File: config.mk
export PLATFORM = sky130hd
export DESIGN_NAME = byte_counter
export DESIGN_NICKNAME = d
export VERILOG_FILES = /design/src/rtl/byte_counter.sv
export SDC_FILE = /design/constraint.sdc
export NUM_CORES = 1
export LEC_CHECK = 0
export CORE_AREA = 2 2 39 41
export DETAILED_ROUTE_END_ITERATION = 8
export DIE_AREA = 0 0 41 43
export GPL_TIMING_DRIVEN = 0
export PLACE_DENSITY = 0.57
export SLEW_MARGIN = 5
export SYNTH_ARGS = -nofsm -noshare
export SYNTH_HDL_FRONTEND = slang
export SYNTH_SLANG_ARGS = --single-unit
File: constraint.sdc
create_clock -name i_clk -period 3.1 [get_ports i_clk]
set_clock_uncertainty 0.05 [all_clocks]
set_input_delay 0.93 -clock i_clk [delete_from_list [all_inputs] [get_ports i_clk]]
set_output_delay 0.93 -clock i_clk [all_outputs]
set_load 0.02 [all_outputs]
File: src/rtl/byte_counter.sv
// Per-frame header byte counter: counts accepted beat bytes from frame start,
// flags header completion and records where the header ends in the crossing beat.
module byte_counter #(
    parameter  int DATA_WIDTH     = 64,
    parameter  int HEADER_BYTES   = 18,
    localparam int BYTES_PER_BEAT = DATA_WIDTH / 8,
    localparam int CNT_W          = $clog2(HEADER_BYTES + BYTES_PER_BEAT) + 1,
    localparam int OFF_W          = $clog2(BYTES_PER_BEAT) + 1
) (
    input  logic             i_clk,
    input  logic             i_rst,
    input  logic             i_beat_accept,
    input  logic             i_frame_start,
    output logic             o_header_done,
    output logic             o_header_done_pulse,
    output logic [CNT_W-1:0] o_byte_count,
    output logic [OFF_W-1:0] o_header_end_offset
);

    localparam logic [CNT_W-1:0] HB_C  = CNT_W'(HEADER_BYTES);
    localparam logic [CNT_W-1:0] BPB_C = CNT_W'(BYTES_PER_BEAT);

    logic [CNT_W-1:0] r_count;
    logic             r_pulse;
    logic [OFF_W-1:0] r_offset;

    logic             w_below;
    logic [CNT_W-1:0] w_next_count;

    // r_count < HEADER_BYTES whenever we add, so the sum stays below HB+BPB.
    assign w_below      = (r_count < HB_C);
    assign w_next_count = r_count + BPB_C;

    always_ff @(posedge i_clk) begin
        if (i_rst) begin
            r_count  <= '0;
            r_pulse  <= 1'b0;
            r_offset <= '0;
        end else if (i_frame_start) begin
            r_count <= i_beat_accept ? BPB_C : '0;
            if (i_beat_accept && (BPB_C >= HB_C)) begin
                r_offset <= OFF_W'(HB_C);
                r_pulse  <= 1'b1;
            end else begin
                r_offset <= '0;
                r_pulse  <= 1'b0;
            end
        end else if (i_beat_accept && w_below) begin
            r_count <= w_next_count;
            if (w_next_count >= HB_C) begin
                r_offset <= OFF_W'(HB_C - r_count);
                r_pulse  <= 1'b1;
            end else begin
                r_pulse  <= 1'b0;
            end
        end else begin
            r_pulse <= 1'b0;
        end
    end

    assign o_header_done       = ~w_below;
    assign o_header_done_pulse = r_pulse;
    assign o_byte_count        = r_count;
    assign o_header_end_offset = r_offset;

endmodule

==> run metrics <==
status=finished, final reports clean; latest clock arrival within the worst-skew pair=0.24 ns; full die area=1760 µm²; clk slew on worst S/H paths=0.04 ns; Gate Count Post-Synth=38; CP startpoint=o_byte_count[4]$_SDFFE_PP0P_; Row Count=14; Fin. Hold Viols=0; CTS tree=done; Critical Path End=o_header_done; global-route wire length before repair=1120 µm; Final WS setup=0.607 ns; FF+latch count, synth=6; post-route cell area=495 µm²; worst vdd ir=0.201 mV; Final TNS setup=0 ns; clock tree buffer depth=2; postcts setup bufs=0; vias per cell=4.11; Post-Layout Cell Count=71; crit-path max FO=6; Final #Nets=62; depth of the CTS H-tree=1; post_cts resized=0; cts bufs inserted=3; HP Class=reg2reg; routability cong.=0.648; Post-Syn Area per Cell=8.89 µm²; CP endpoint kind=output pin; maxcap violations=0; cts-stage hold buffer count=0; port bufs=10; first-pass iteration count of the detailed router=3; die height=43 µm; r2r startpoint=o_byte_count[4]$_SDFFE_PP0P_; share of cells above drive strength 1=18.2%; total number of vias=292; Pins Over Slew Limit=0; initial core utilization=24.4%; Mapped Area=338 µm²; final period utilization=80.4%; FILL cells=153; Crit Path Class=reg2out; Synth Warn #=0; DRC=0; share of the synthesized area in the top cell type=35.6%; worst hold slack=0.439 ns; Routed Antenna Nets=0; CP required=2.12 ns; Worst EP arrival=1.51 ns; setup violators final=0; Netlist cell types=23; slack of the worst reg-to-reg path=1.76 ns; sequential fraction of the synthesis area=35.6%; Synth area leader=dfxtp_1; PD cells=390 nW/µm²; Tot Pwr=0.193 mW; Die W=41 µm; Syn-to-layout area delta=46.7%; Leakage=0.216 nW; largest net degree at the start of global routing=9; Worst setup SP type=flip-flop; WL final=594 µm; # IOs=16; initial antenna violation count=0; Synth area leaders=dfxtp_1 (36%), buf_4 (11%), nor4bb_4 (7.4%); core box area=1380 µm²; FF-to-FF End=o_header_end_offset[1]$_SDFFE_PP0P_; CTS sink count=6; RSZ-0062 raised after global routing=false; Placed Cells=68; HPWL after detailed placement=473 µm; Fmax achieved=0.401 GHz; Inserted Diodes=0; grt ovf=0; DRT iter0 DRCs=6; Total GRT Usage=10.0%; area of placed instances=473 µm²; utilization after layout=35.8%; cells on worst reg2reg path=4; clock root cell=clkbuf_4; Routed wire per std cell=8.37 µm; min cycle time layout=2.49 ns; pre-CTS setup slack=0.860 ns; vias in the first global route=288
-- worst min path at each step --
| stage | start | to | cells past startpoint |
|---|---|---|---|
| after global routing | o_header_end_offset[3]$_SDFFE_PP0P_ | o_header_end_offset[3]$_SDFFE_PP0P_ | 2 |
| after CTS | o_header_end_offset[3]$_SDFFE_PP0P_ | o_header_end_offset[3]$_SDFFE_PP0P_ | 2 |
| after global placement | o_header_end_offset[3]$_SDFFE_PP0P_ | o_header_end_offset[3]$_SDFFE_PP0P_ | 2 |
| final | o_header_end_offset[3]$_SDFFE_PP0P_ | o_header_end_offset[3]$_SDFFE_PP0P_ | 2 |
| after floorplan | o_header_end_offset[3]$_SDFFE_PP0P_ | o_header_end_offset[3]$_SDFFE_PP0P_ | 2 |
| after detailed placement | o_header_end_offset[3]$_SDFFE_PP0P_ | o_header_end_offset[3]$_SDFFE_PP0P_ | 2 |
-- critical path: stages, from the launching register on --
cell and delay (ns):
dfxtp_1 0.46, a21oi_1 0.15, inv_1 0.07, clkdlybuf4s50_1 0.59
-- cells in the final DEF (no fill, tap or decap), types with 2 or more instances in the layout --
cell type        netlist  final
buf_4                  5      5
clkbuf_4               0      3
clkdlybuf4s50_1        0     10
conb_1                 1      5
dfxtp_1                6      6
inv_1                  2      2
nand2_1                4      4
nor2b_1                2      2
nor3_1                 2      2
-- where the power goes --
group,switching (mW),total (mW),internal [mW]
clock network,0.0285,0.0723,0.0438
logic,0.0188,0.0383,0.0195
registers,0.00288,0.0827,0.0799
-- logic make-up after synthesis --
| family | Yosys count | synth area share (%) |
|---|---|---|
| AOI/OAI and AO/OA | 6 | 12.2 |
| adders and majority gates | 1 | 3.70 |
| buffers and inverters | 7 | 13.3 |
| DFF | 6 | 35.6 |
| muxes | 1 | 2.96 |
| other | 1 | 1.11 |
| and+or+nand+nor | 16 | 31.1 |
-- final cells by class --
class	instances	area, µm²	area share [%]
plain buffers	5	37.5	7.58
clock buffers	3	22.5	4.55
inverters	2	7.51	1.52
multi-input cells	29	188	37.9
flip-flops and latches	6	120	24.2
well taps	16	20.0	4.04
repair buffers	10	100	20.2
-- Yosys cell counts --
cell type	number
nand3b_1	1
inv_1	2
o211ai_1	1
nor2_1	1
nand2_1	4
a31o_1	1
a21oi_1	1
and2b_1	1
and3_1	1
buf_4	5
nor2b_1	2
nor4bb_4	1
mux2i_1	1
o22ai_1	1
dfxtp_1	6
and2_1	1
nor2_2	1
conb_1	1
ha_1	1
nor3_1	2
a31oi_1	1
nand3_1	1
a211oi_1	1
-- flip-flops by register name (all words and copies together) (netlist names) --
register and flops:
o_byte_count 3, o_header_done_pulse 1, o_header_end_offset 2
-- layer usage --
metal  vias up  wire length [µm]  part of all wire, %  global-route usage [%]
met5         -                 0                    0                       0
met4         0                 0                    0                    4.00
met3         0                69                   12                    9.42
met2        11               275                   46                    13.4
met1       123               249                   42                    10.6
li1        158                 -                    -                       -
Power figures use the tool's default switching activity.
